===== config.mk =====
export PLATFORM = sky130hd
export DESIGN_NAME = led_scan_ctrl_flat
export DESIGN_NICKNAME = d
export VERILOG_FILES = /design/src/rtl/led_disp_pkg.sv /design/src/rtl/led_scan_ctrl_if.sv /design/src/rtl/led_slot_timer.sv /design/src/rtl/led_scan_ctrl.sv /design/src/flat_wrapper.sv
export SDC_FILE = /design/constraint.sdc
export NUM_CORES = 1
export LEC_CHECK = 0
export BUFFER_PORTS_ARGS = -buffer_cell sky130_fd_sc_hd__buf_4
export CAP_MARGIN = 20
export CORE_ASPECT_RATIO = 0.7
export CORE_MARGIN = 2
export CORE_UTILIZATION = 47
export DETAILED_ROUTE_END_ITERATION = 8
export PLACE_DENSITY = 0.71
export SLEW_MARGIN = 10
export SYNTH_ARGS = -nofsm -noshare
export SYNTH_HDL_FRONTEND = slang
export SYNTH_SLANG_ARGS = --single-unit

===== constraint.sdc =====
create_clock -name clk -period 4.3 [get_ports clk]
set_input_delay 0.215 -clock clk [delete_from_list [all_inputs] [get_ports clk]]
set_output_delay 0.215 -clock clk [all_outputs]
set_load 0.005 [all_outputs]

===== src/rtl/led_disp_pkg.sv =====
// led_disp_pkg: shared constants and state encoding
// for the multiplexed LED display controller.
package led_disp_pkg;

  localparam logic [3:0] BLANK_CODE = 4'hF;

  localparam int DEF_SLOT_CYC = 100000;
  localparam int DEF_GAP_CYC  = 1000;

  typedef enum logic {
    IDLE = 1'b0,
    SCAN = 1'b1
  } state_t;

endpackage


===== src/rtl/led_scan_ctrl_if.sv =====
// led_scan_ctrl_if: frame load valid/ready bundle
// between a frame source and the scan controller.
interface led_scan_ctrl_if #(
  parameter int NUM_DIGITS = 8
);

  logic                    load_valid;
  logic                    load_ready;
  logic [4*NUM_DIGITS-1:0] load_data;
  logic [NUM_DIGITS-1:0]   load_dp;

  modport master (
    output load_valid,
    output load_data,
    output load_dp,
    input  load_ready
  );

  modport slave (
    input  load_valid,
    input  load_data,
    input  load_dp,
    output load_ready
  );

endinterface


===== src/rtl/led_slot_timer.sv =====
// led_slot_timer: per-digit slot counter with
// dark-gap and last-cycle strobes.
module led_slot_timer
  import led_disp_pkg::*;
#(
  parameter int SLOT_CYC = DEF_SLOT_CYC,
  parameter int GAP_CYC  = DEF_GAP_CYC
) (
  input  logic clk,
  input  logic rst,
  input  logic i_run,
  output logic o_gap_active,
  output logic o_slot_end
);

  localparam int CW = $clog2(SLOT_CYC);
  localparam logic [CW-1:0] LAST = CW'(SLOT_CYC - 1);
  localparam logic [CW-1:0] GAP  = CW'(GAP_CYC);

  logic [CW-1:0] r_slot_cnt;

  always_ff @(posedge clk) begin
    if (rst || !i_run) begin
      r_slot_cnt <= '0;
    end else if (r_slot_cnt == LAST) begin
      r_slot_cnt <= '0;
    end else begin
      r_slot_cnt <= r_slot_cnt + 1'b1;
    end
  end

  assign o_gap_active = (r_slot_cnt < GAP);
  assign o_slot_end   = i_run && (r_slot_cnt == LAST);

endmodule


===== src/rtl/led_scan_ctrl.sv =====
// led_scan_ctrl: round-robin 7-seg digit scanner with tear-free
// frame loading. LED_SCAN_LZ_BLANK_EN enables leading-zero blanking.
module led_scan_ctrl
  import led_disp_pkg::*;
#(
  parameter int NUM_DIGITS = 8,
  parameter int SLOT_CYC   = DEF_SLOT_CYC,
  parameter int GAP_CYC    = DEF_GAP_CYC
) (
  input  logic                  clk,
  input  logic                  rst,
  led_scan_ctrl_if.slave        load,
  output logic [3:0]            digit_code,
  output logic                  dp_n,
  output logic [NUM_DIGITS-1:0] an_n,
  output logic                  frame_done
);

  localparam int DW = 4 * NUM_DIGITS;
  localparam int IW = $clog2(NUM_DIGITS);
  localparam logic [IW-1:0] LAST_IDX = IW'(NUM_DIGITS - 1);

  state_t r_state;
  state_t w_state_nxt;

  logic [IW-1:0]         r_idx;
  logic [DW-1:0]         r_frame;
  logic [NUM_DIGITS-1:0] r_frame_dp;
  logic [DW-1:0]         r_pend;
  logic [NUM_DIGITS-1:0] r_pend_dp;
  logic                  r_pend_vld;
  logic                  r_ready;

  logic                  w_gap;
  logic                  w_slot_end;
  logic                  w_frame_end;
  logic                  w_xfer;
  logic                  w_frame_ld;
  logic [DW-1:0]         w_src_data;
  logic [NUM_DIGITS-1:0] w_src_dp;
  logic [3:0]            w_cur_code;
  logic [3:0]            w_disp_code;

  logic [NUM_DIGITS-1:0] w_an_nxt;
  logic [3:0]            w_code_nxt;
  logic                  w_dpn_nxt;

  led_slot_timer #(
    .SLOT_CYC (SLOT_CYC),
    .GAP_CYC  (GAP_CYC)
  ) u_timer (
    .clk          (clk),
    .rst          (rst),
    .i_run        (r_state == SCAN),
    .o_gap_active (w_gap),
    .o_slot_end   (w_slot_end)
  );

  assign w_frame_end = w_slot_end && (r_idx == LAST_IDX);
  assign w_xfer      = load.load_valid && r_ready;
  assign load.load_ready = r_ready;

  // From IDLE the first frame bypasses the pending buffer.
  assign w_src_data = (r_state == IDLE) ? load.load_data : r_pend;
  assign w_src_dp   = (r_state == IDLE) ? load.load_dp   : r_pend_dp;
  assign w_frame_ld = ((r_state == IDLE) && w_xfer) ||
                      (w_frame_end && r_pend_vld);

  always_ff @(posedge clk) begin
    if (rst) begin
      r_state <= IDLE;
    end else begin
      r_state <= w_state_nxt;
    end
  end

  always_comb begin
    w_state_nxt = r_state;
    unique case (r_state)
      IDLE: if (w_xfer) w_state_nxt = SCAN;
      SCAN: w_state_nxt = SCAN;
      default: w_state_nxt = IDLE;
    endcase
  end

  always_ff @(posedge clk) begin
    if (rst || (r_state == IDLE)) begin
      r_idx <= '0;
    end else if (w_frame_end) begin
      r_idx <= '0;
    end else if (w_slot_end) begin
      r_idx <= r_idx + 1'b1;
    end
  end

  always_ff @(posedge clk) begin
    if (rst) begin
      r_frame    <= {NUM_DIGITS{BLANK_CODE}};
      r_frame_dp <= '0;
      r_pend     <= {NUM_DIGITS{BLANK_CODE}};
      r_pend_dp  <= '0;
      r_pend_vld <= 1'b0;
      r_ready    <= 1'b1;
    end else begin
      if (w_frame_ld) begin
        r_frame    <= w_src_data;
        r_frame_dp <= w_src_dp;
      end
      if (r_state == SCAN) begin
        if (w_frame_end && r_pend_vld) begin
          r_pend_vld <= 1'b0;
          r_ready    <= 1'b1;
        end
        if (w_xfer) begin
          r_pend     <= load.load_data;
          r_pend_dp  <= load.load_dp;
          r_pend_vld <= 1'b1;
          r_ready    <= 1'b0;
        end
      end
    end
  end

  assign w_cur_code = r_frame[{r_idx, 2'b00} +: 4];

`ifdef LED_SCAN_LZ_BLANK_EN
  logic [NUM_DIGITS-1:0] r_lz_mask;
  logic [NUM_DIGITS-1:0] w_lz_nxt;
  logic                  w_lz_run;

  // Mask travels with the frame it was computed from.
  always_comb begin
    w_lz_run = 1'b1;
    w_lz_nxt = '0;
    for (int i = NUM_DIGITS - 1; i > 0; i--) begin
      w_lz_run = w_lz_run &&
                 (w_src_data[4*i +: 4] == 4'h0) &&
                 !w_src_dp[i];
      w_lz_nxt[i] = w_lz_run;
    end
  end

  always_ff @(posedge clk) begin
    if (rst) begin
      r_lz_mask <= '0;
    end else if (w_frame_ld) begin
      r_lz_mask <= w_lz_nxt;
    end
  end

  assign w_disp_code = r_lz_mask[r_idx] ? BLANK_CODE : w_cur_code;
`else
  assign w_disp_code = w_cur_code;
`endif

  always_comb begin
    w_an_nxt   = '1;
    w_code_nxt = BLANK_CODE;
    w_dpn_nxt  = 1'b1;
    if ((r_state == SCAN) && !w_gap) begin
      w_an_nxt[r_idx] = 1'b0;
      w_code_nxt      = w_disp_code;
      w_dpn_nxt       = ~r_frame_dp[r_idx];
    end
  end

  always_ff @(posedge clk) begin
    if (rst) begin
      an_n       <= '1;
      digit_code <= BLANK_CODE;
      dp_n       <= 1'b1;
      frame_done <= 1'b0;
    end else begin
      an_n       <= w_an_nxt;
      digit_code <= w_code_nxt;
      dp_n       <= w_dpn_nxt;
      frame_done <= w_frame_end;
    end
  end

endmodule


===== src/flat_wrapper.sv =====
// flat-port wrapper written by rule: the top's interface ports become plain ports
module led_scan_ctrl_flat import led_disp_pkg::*;
#(
  parameter int NUM_DIGITS = 8,
  parameter int SLOT_CYC   = DEF_SLOT_CYC,
  parameter int GAP_CYC    = DEF_GAP_CYC
)
  (clk, rst, digit_code, dp_n, an_n, frame_done, load_load_valid, load_load_data, load_load_dp, load_load_ready);
  led_scan_ctrl_if #(.NUM_DIGITS(NUM_DIGITS)) load_i ();
  input  logic clk;
  input  logic rst;
  output logic [3:0] digit_code;
  output logic dp_n;
  output logic [NUM_DIGITS-1:0] an_n;
  output logic frame_done;
  input wire logic [$bits(load_i.load_valid)-1:0] load_load_valid;
  input wire logic [$bits(load_i.load_data)-1:0] load_load_data;
  input wire logic [$bits(load_i.load_dp)-1:0] load_load_dp;
  output wire logic [$bits(load_i.load_ready)-1:0] load_load_ready;
  assign load_i.load_valid = load_load_valid;
  assign load_i.load_data = load_load_data;
  assign load_i.load_dp = load_load_dp;
  assign load_load_ready = load_i.load_ready;
  led_scan_ctrl #(.NUM_DIGITS(NUM_DIGITS), .SLOT_CYC(SLOT_CYC), .GAP_CYC(GAP_CYC)) u_core (.clk(clk), .rst(rst), .load(load_i), .digit_code(digit_code), .dp_n(dp_n), .an_n(an_n), .frame_done(frame_done));
endmodule

---- Word-level counts from Yosys, hierarchy flattened ----
Index checks and enable logic that the tools add are counted.
storage, ports and cells
  register bits ........................... 117
  output and inout port bits .............. 15
cells by class
  add/subtract/negate cells ............... 2
  order comparisons ....................... 3
  equality and inequality tests ........... 2
  shifts and indexed selects .............. 1
  muxes and demuxes ....................... 12
  bitwise operators ....................... 4
  reductions and logical operators ........ 18
operators by type and width
  kind                                                                                 number
  32-bit 2-to-1 mux                                                                    1
  32-bit by 6-bit variable part select with 4-bit output                               1
  17-bit by 1-bit adder with 17-bit output, second input constant                      1
  17-bit == test, second input constant                                                1
  17-bit by 10-bit less-than comparator with 1-bit output, second input constant       1
  8-bit 2-to-1 mux                                                                     1
  8-bit NOT                                                                            1
  1-bit logical AND                                                                    7
  1-bit 2-to-1 mux                                                                     7
  2-bit OR reduction                                                                   3
  3-bit by 4-bit less-than comparator with 1-bit output, second input constant         1
  2-bit AND reduction                                                                  2
  3-bit by 1-bit adder with 3-bit output, second input constant                        1
  1-bit binary-select mux with 3-bit select                                            1
  1-bit demux with 3-bit select                                                        1
  3-bit == test, second input constant                                                 1
  3-bit by 1-bit greater-or-equal comparator with 1-bit output, second input constant  1
  1-bit logical OR                                                                     3
  1-bit NOT                                                                            3
  1-bit zero test                                                                      2
  1-bit case mux with 2 select lines                                                   1
  2-bit nonzero test                                                                   1

---- Longest topological paths before layout ----
  depth in word-level cells ............... 6
  gate-level depth with buffers ........... 8

---- Hierarchy ----
From an unflattened synthesis, not the netlist that was laid out.
unflattened totals
  cells, all modules ...................... 604
  area total of the unflattened synthesis .. 5382.7 um^2
modules (own cells, without submodules)
  module          times used  cells each  area each (um^2)  seq. area each (um^2)
  led_scan_ctrl   1           513         4585.6            2001.9
  led_slot_timer  1           91          797.0             340.3

---- Worst setup path before layout ----
No wires, ideal clock.
  kind .................................... register -> register
  start ................................... register u_core.u_timer.r_slot_cnt[0]
  end ..................................... register u_core.r_frame_dp[0]
  library setup time ...................... 0.121 ns
  arrival time ............................ 1.683 ns
  required time ........................... 4.179 ns
  setup slack ............................. 2.495 ns
  cell stages (with the launch flop) ...... 9
  path buffers ............................ 3
  clock period less this slack ............ 1.805 ns
  path through ............................ dfxtp_1 ha_1 and4_1 buf_4 nand4_4 o22a_1 buf_2 buf_6 mux2_4
on the way
  word-level cells in the longest chain between the ends .. 5
ends and longest elaborated chain
  item                    line                  source
  from (decl)             led_slot_timer.sv:20  logic [CW-1:0] r_slot_cnt;
  from (signal assigned)  led_slot_timer.sv:28  r_slot_cnt <= r_slot_cnt + 1'b1;
  17-bit == test          led_slot_timer.sv:33  assign o_slot_end = i_run && (r_slot_cnt == LAST);
  1-bit logical AND       led_slot_timer.sv:33
  1-bit logical AND       led_scan_ctrl.sv:59   assign w_frame_end = w_slot_end && (r_idx == LAST_IDX);
  1-bit logical AND       led_scan_ctrl.sv:67   (w_frame_end && r_pend_vld);
  1-bit logical OR        led_scan_ctrl.sv:66   assign w_frame_ld = ((r_state == IDLE) && w_xfer) ||
  to (signal assigned)    led_scan_ctrl.sv:107  r_frame_dp <= w_src_dp;
  to (decl)               led_scan_ctrl.sv:28   logic [NUM_DIGITS-1:0] r_frame_dp;
No other way between the ends.
A chain may end at the register's enable or synchronous reset.

---- Worst setup path after layout ----
  start ................................... register u_core.r_idx[0]
  end ..................................... register u_core.r_frame[17]
on the way
  word-level cells in the longest chain between the ends .. 4
ends and longest elaborated chain
  item                    line                  source
  from (decl)             led_scan_ctrl.sv:26   logic [IW-1:0] r_idx;
  from (signal assigned)  led_scan_ctrl.sv:92   r_idx <= r_idx + 1'b1;
  3-bit == test           led_scan_ctrl.sv:59
  1-bit logical AND       led_scan_ctrl.sv:59
  1-bit logical AND       led_scan_ctrl.sv:67
  1-bit logical OR        led_scan_ctrl.sv:66
  to (signal assigned)    led_scan_ctrl.sv:98   r_frame <= {NUM_DIGITS{BLANK_CODE}};
  to (signal assigned)    led_scan_ctrl.sv:106  r_frame <= w_src_data;
  to (decl)               led_scan_ctrl.sv:27   logic [DW-1:0] r_frame;
No other way between the ends.

==> results.sh <==
export IMPL_cellLeakagePower_nw=2.56
export IMPL_syn_inst=571
export IMPL_num_antenna_cells=0
export IMPL_finalSetupTns_ps=0
export IMPL_status="completed"
export IMPL_setup_violations_final=0
export IMPL_postCtsHoldBufs=0
export IMPL_synth_edf_count=0
export IMPL_synth_compound_area_share_pct=7.82
export IMPL_dr_pass1_iters=4
export IMPL_synth_seq_cells=117
export IMPL_h_tree_depth=4
export IMPL_min_period_over_period_pct=60.3
export IMPL_path_clk_slew_ps=50
export IMPL_cts_root_buf="clkbuf_16"
export IMPL_clock_power_share_pct=47.2
export IMPL_finalClockSkew_ps=7.20
export IMPL_drc_errors=0
export IMPL_ys_seq_area_share_pct=44.3
export IMPL_drive_gt1_share_pct=18.3
export IMPL_yosys_area_top_type_share_pct=44.3
export IMPL_combPwrFrac_pct=9.8
export IMPL_synth_xor_area_share_pct=1.82
export IMPL_worst_path_buf_inv=1
export IMPL_cpMaxStageDelayCell="dfxtp_1"
export IMPL_synth_ff_type="dfxtp_1"
export IMPL_synth_simple_area_share_pct=26.0
export IMPL_drt_total_wl_um=11700
export IMPL_cp_cell_sequence="ha_1, ha_1, nand3_1, o22a_2, buf_4, mux2i_1"
export IMPL_rows=32
export IMPL_clk_latency_ps=410
export IMPL_grt_max_degree=125
export IMPL_post_cts_buffers=0
export IMPL_fmax_mhz=386
export IMPL_rsz0062_at_grt="no"
export IMPL_cts_resized=0
export IMPL_stdcell_area_mm2=0.00634
export IMPL_cpMostUsedCell="ha_1"
export IMPL_p_seq_share_pct=43.1
export IMPL_worst_slew_pin_slew_ps=994
export IMPL_via_per_inst=5.31
export IMPL_rrSetupSlack_ps=1710
export IMPL_wl_per_cell_um=15.1
export IMPL_utilization_pct=57.8
export IMPL_io_pins=58
export IMPL_synth_top_family_by_area="simple AND/OR/NAND/NOR gates"
export IMPL_io_buffers=57
export IMPL_syn_to_final_growth_pct=20.0
export IMPL_switching_share_pct=23.0
export IMPL_grt_usage_pct=20.7
export IMPL_drtIter0Drc=283
export IMPL_synth_cell_types=43
export IMPL_fp_dieH_um=92.7
export IMPL_dpl_cell_area_mm2=0.00575
export IMPL_cts_num_sinks=117
export IMPL_gp_congestion=0.760
export IMPL_initial_core_util_pct=48.1
export IMPL_ir_worst_vdd_mv=0.349
export IMPL_postSynth_asyncResetShare_pct=0
export IMPL_grt_pass1_vias=3925
export IMPL_switching_power_mw=0.627
export IMPL_yosys_warnings=0
export IMPL_synth_adder_area_share_pct=0.711
export IMPL_dp_hpwl_um=7550
export IMPL_worst_path_max_fanout=32
export IMPL_max_cap_viol_count=0
export IMPL_cts_inserted_buffers=17
export IMPL_arrival_ps=2860
export IMPL_routed_via_count=4096
export IMPL_intPower_mw=2.10
export IMPL_dp_cells=740
export IMPL_crit_path_end_kind="flip-flop"
export IMPL_criticalPathCategory="reg -> reg"
export IMPL_slew_headroom_pct=33.6
export IMPL_synth_nets=617
export IMPL_fin_nets=654
export IMPL_core_area_mm2=0.0110
export IMPL_ant_nets=0
export IMPL_synth_most_common_cell="dfxtp_1"
export IMPL_hp_class="in -> reg"
export IMPL_cts_tree="built"
export IMPL_antenna_found_initial=0
export IMPL_ys_top_cells_by_area="dfxtp_1 44%, mux2i_1 8.3%, nand2_1 6.5%"
export IMPL_power_density_mw_per_mm2=431
export IMPL_grt_remaining_overflow=0
export IMPL_die_area_mm2=0.0121
export IMPL_max_stage_delay_ps=970
export IMPL_grt_pass1_wl_um=19500
export IMPL_synth_mux_area_share_pct=15.1
export IMPL_start_kind="flip-flop"
export IMPL_finalCriticalPeriod_ps=2590
export IMPL_die_w_um=131
export IMPL_cp_top_family="flip-flops"
export IMPL_synth_common_cells="117 x dfxtp_1, 91 x nand2_1, 56 x nor2_1, 44 x mux2i_1, 35 x clkbuf_1"
export IMPL_syn_area_per_cell_um2=9.25
export IMPL_ctsLongestPathBuffers=2
export IMPL_yosys_area_top_type="dfxtp_1"
export IMPL_required_ps=4570
export IMPL_hold_violations=0
export IMPL_syn_area_mm2=0.00528
export IMPL_stdcell_count=772
export IMPL_drv_slew=0
==> kinds of logic (layout without fill, tap and decap cells) <==
family | after synthesis | in the layout
and+or+nand+nor | 263 | 263
DFF | 117 | 117
muxes | 63 | 63
AOI/OAI and AO/OA | 62 | 62
buffers and inverters | 52 | 100
xor gates and xnor gates | 11 | 11
adders and majority gates | 3 | 3
==> tightest hold or removal path, delay by kind of cell <==
kind	cells	cell delay (ps)
buffers and inverters	1	90
and+or+nand+nor	2	100
==> state kept, by name, summed over array words and instances (netlist names), 3 cells and up <==
register / flops
u_core.r_frame: 32
u_core.r_pend: 32
u_core.u_timer.r_slot_cnt: 17
u_core.an_n: 8
u_core.r_frame_dp: 8
u_core.r_pend_dp: 8
u_core.digit_code: 4
u_core.r_idx: 3
==> cells in the final DEF (no fill, tap or decap), drive strengths merged, types with 9 or more instances in the layout <==
cell type,n
a21oi,17
mux4,10
mux2i,44
clkbuf,25
and2,32
nor2,56
nand2,91
buf,65
a211oi,32
dfxtp,117
nand3b,33
mux2,9
nand4,9
==> routing by layer <==
metal | part of all wire [%] | global-route usage, % | up-vias
met5 | 0 | 0 | -
met4 | 1.4 | 8.51 | 0
met3 | 5.1 | 6.18 | 17
met2 | 43 | 29.4 | 97
met1 | 50 | 29.2 | 1925
li1 | - | - | 2057
==> final timing paths <==
path                        from                  end  cells after the start
min            load_load_data[4]     u_core.r_pend[4]                      3
min reg2reg  u_core.r_pend_dp[1]  u_core.r_pend_dp[1]                      2
max              u_core.r_idx[0]   u_core.r_frame[17]                      6
max reg2reg      u_core.r_idx[0]   u_core.r_frame[17]                      6
==> through the flow <==
stage / hold WS [ps] / setup slack (ps) / total power, mW
2_1_floorplan: 339 / 2500 / 1.37
3_3_place_gp: 439 / 1810 / 1.44
3_5_place_dp: 444 / 1680 / 1.45
4_1_cts: 15.6 / 1680 / 2.75
5_1_grt: 25.4 / 1540 / 2.85
6_report: 26.8 / 1710 / 2.73
==> area by class of cell <==
type                       instances  area [um2]
timing repair buffer              65         528
clock buffer                      25         485
clock inverter                     5        50.0
inverter                           5        18.8
multi-input combinational        402        2720
fill                             960        4630
sequential                       117        2340
tap                              153         191
==> power groups by stage <==
| stage | Combinational, mW | Sequential, mW | Clock [mW] |
|---|---|---|---|
| 2_1_floorplan | 0.191 | 1.18 | 0 |
| 3_3_place_gp | 0.250 | 1.19 | 0 |
| 3_5_place_dp | 0.258 | 1.20 | 0 |
| 4_1_cts | 0.260 | 1.17 | 1.32 |
| 5_1_grt | 0.296 | 1.18 | 1.37 |
| 6_report | 0.267 | 1.18 | 1.29 |
Note: power is estimated with default switching activity, not from simulation.
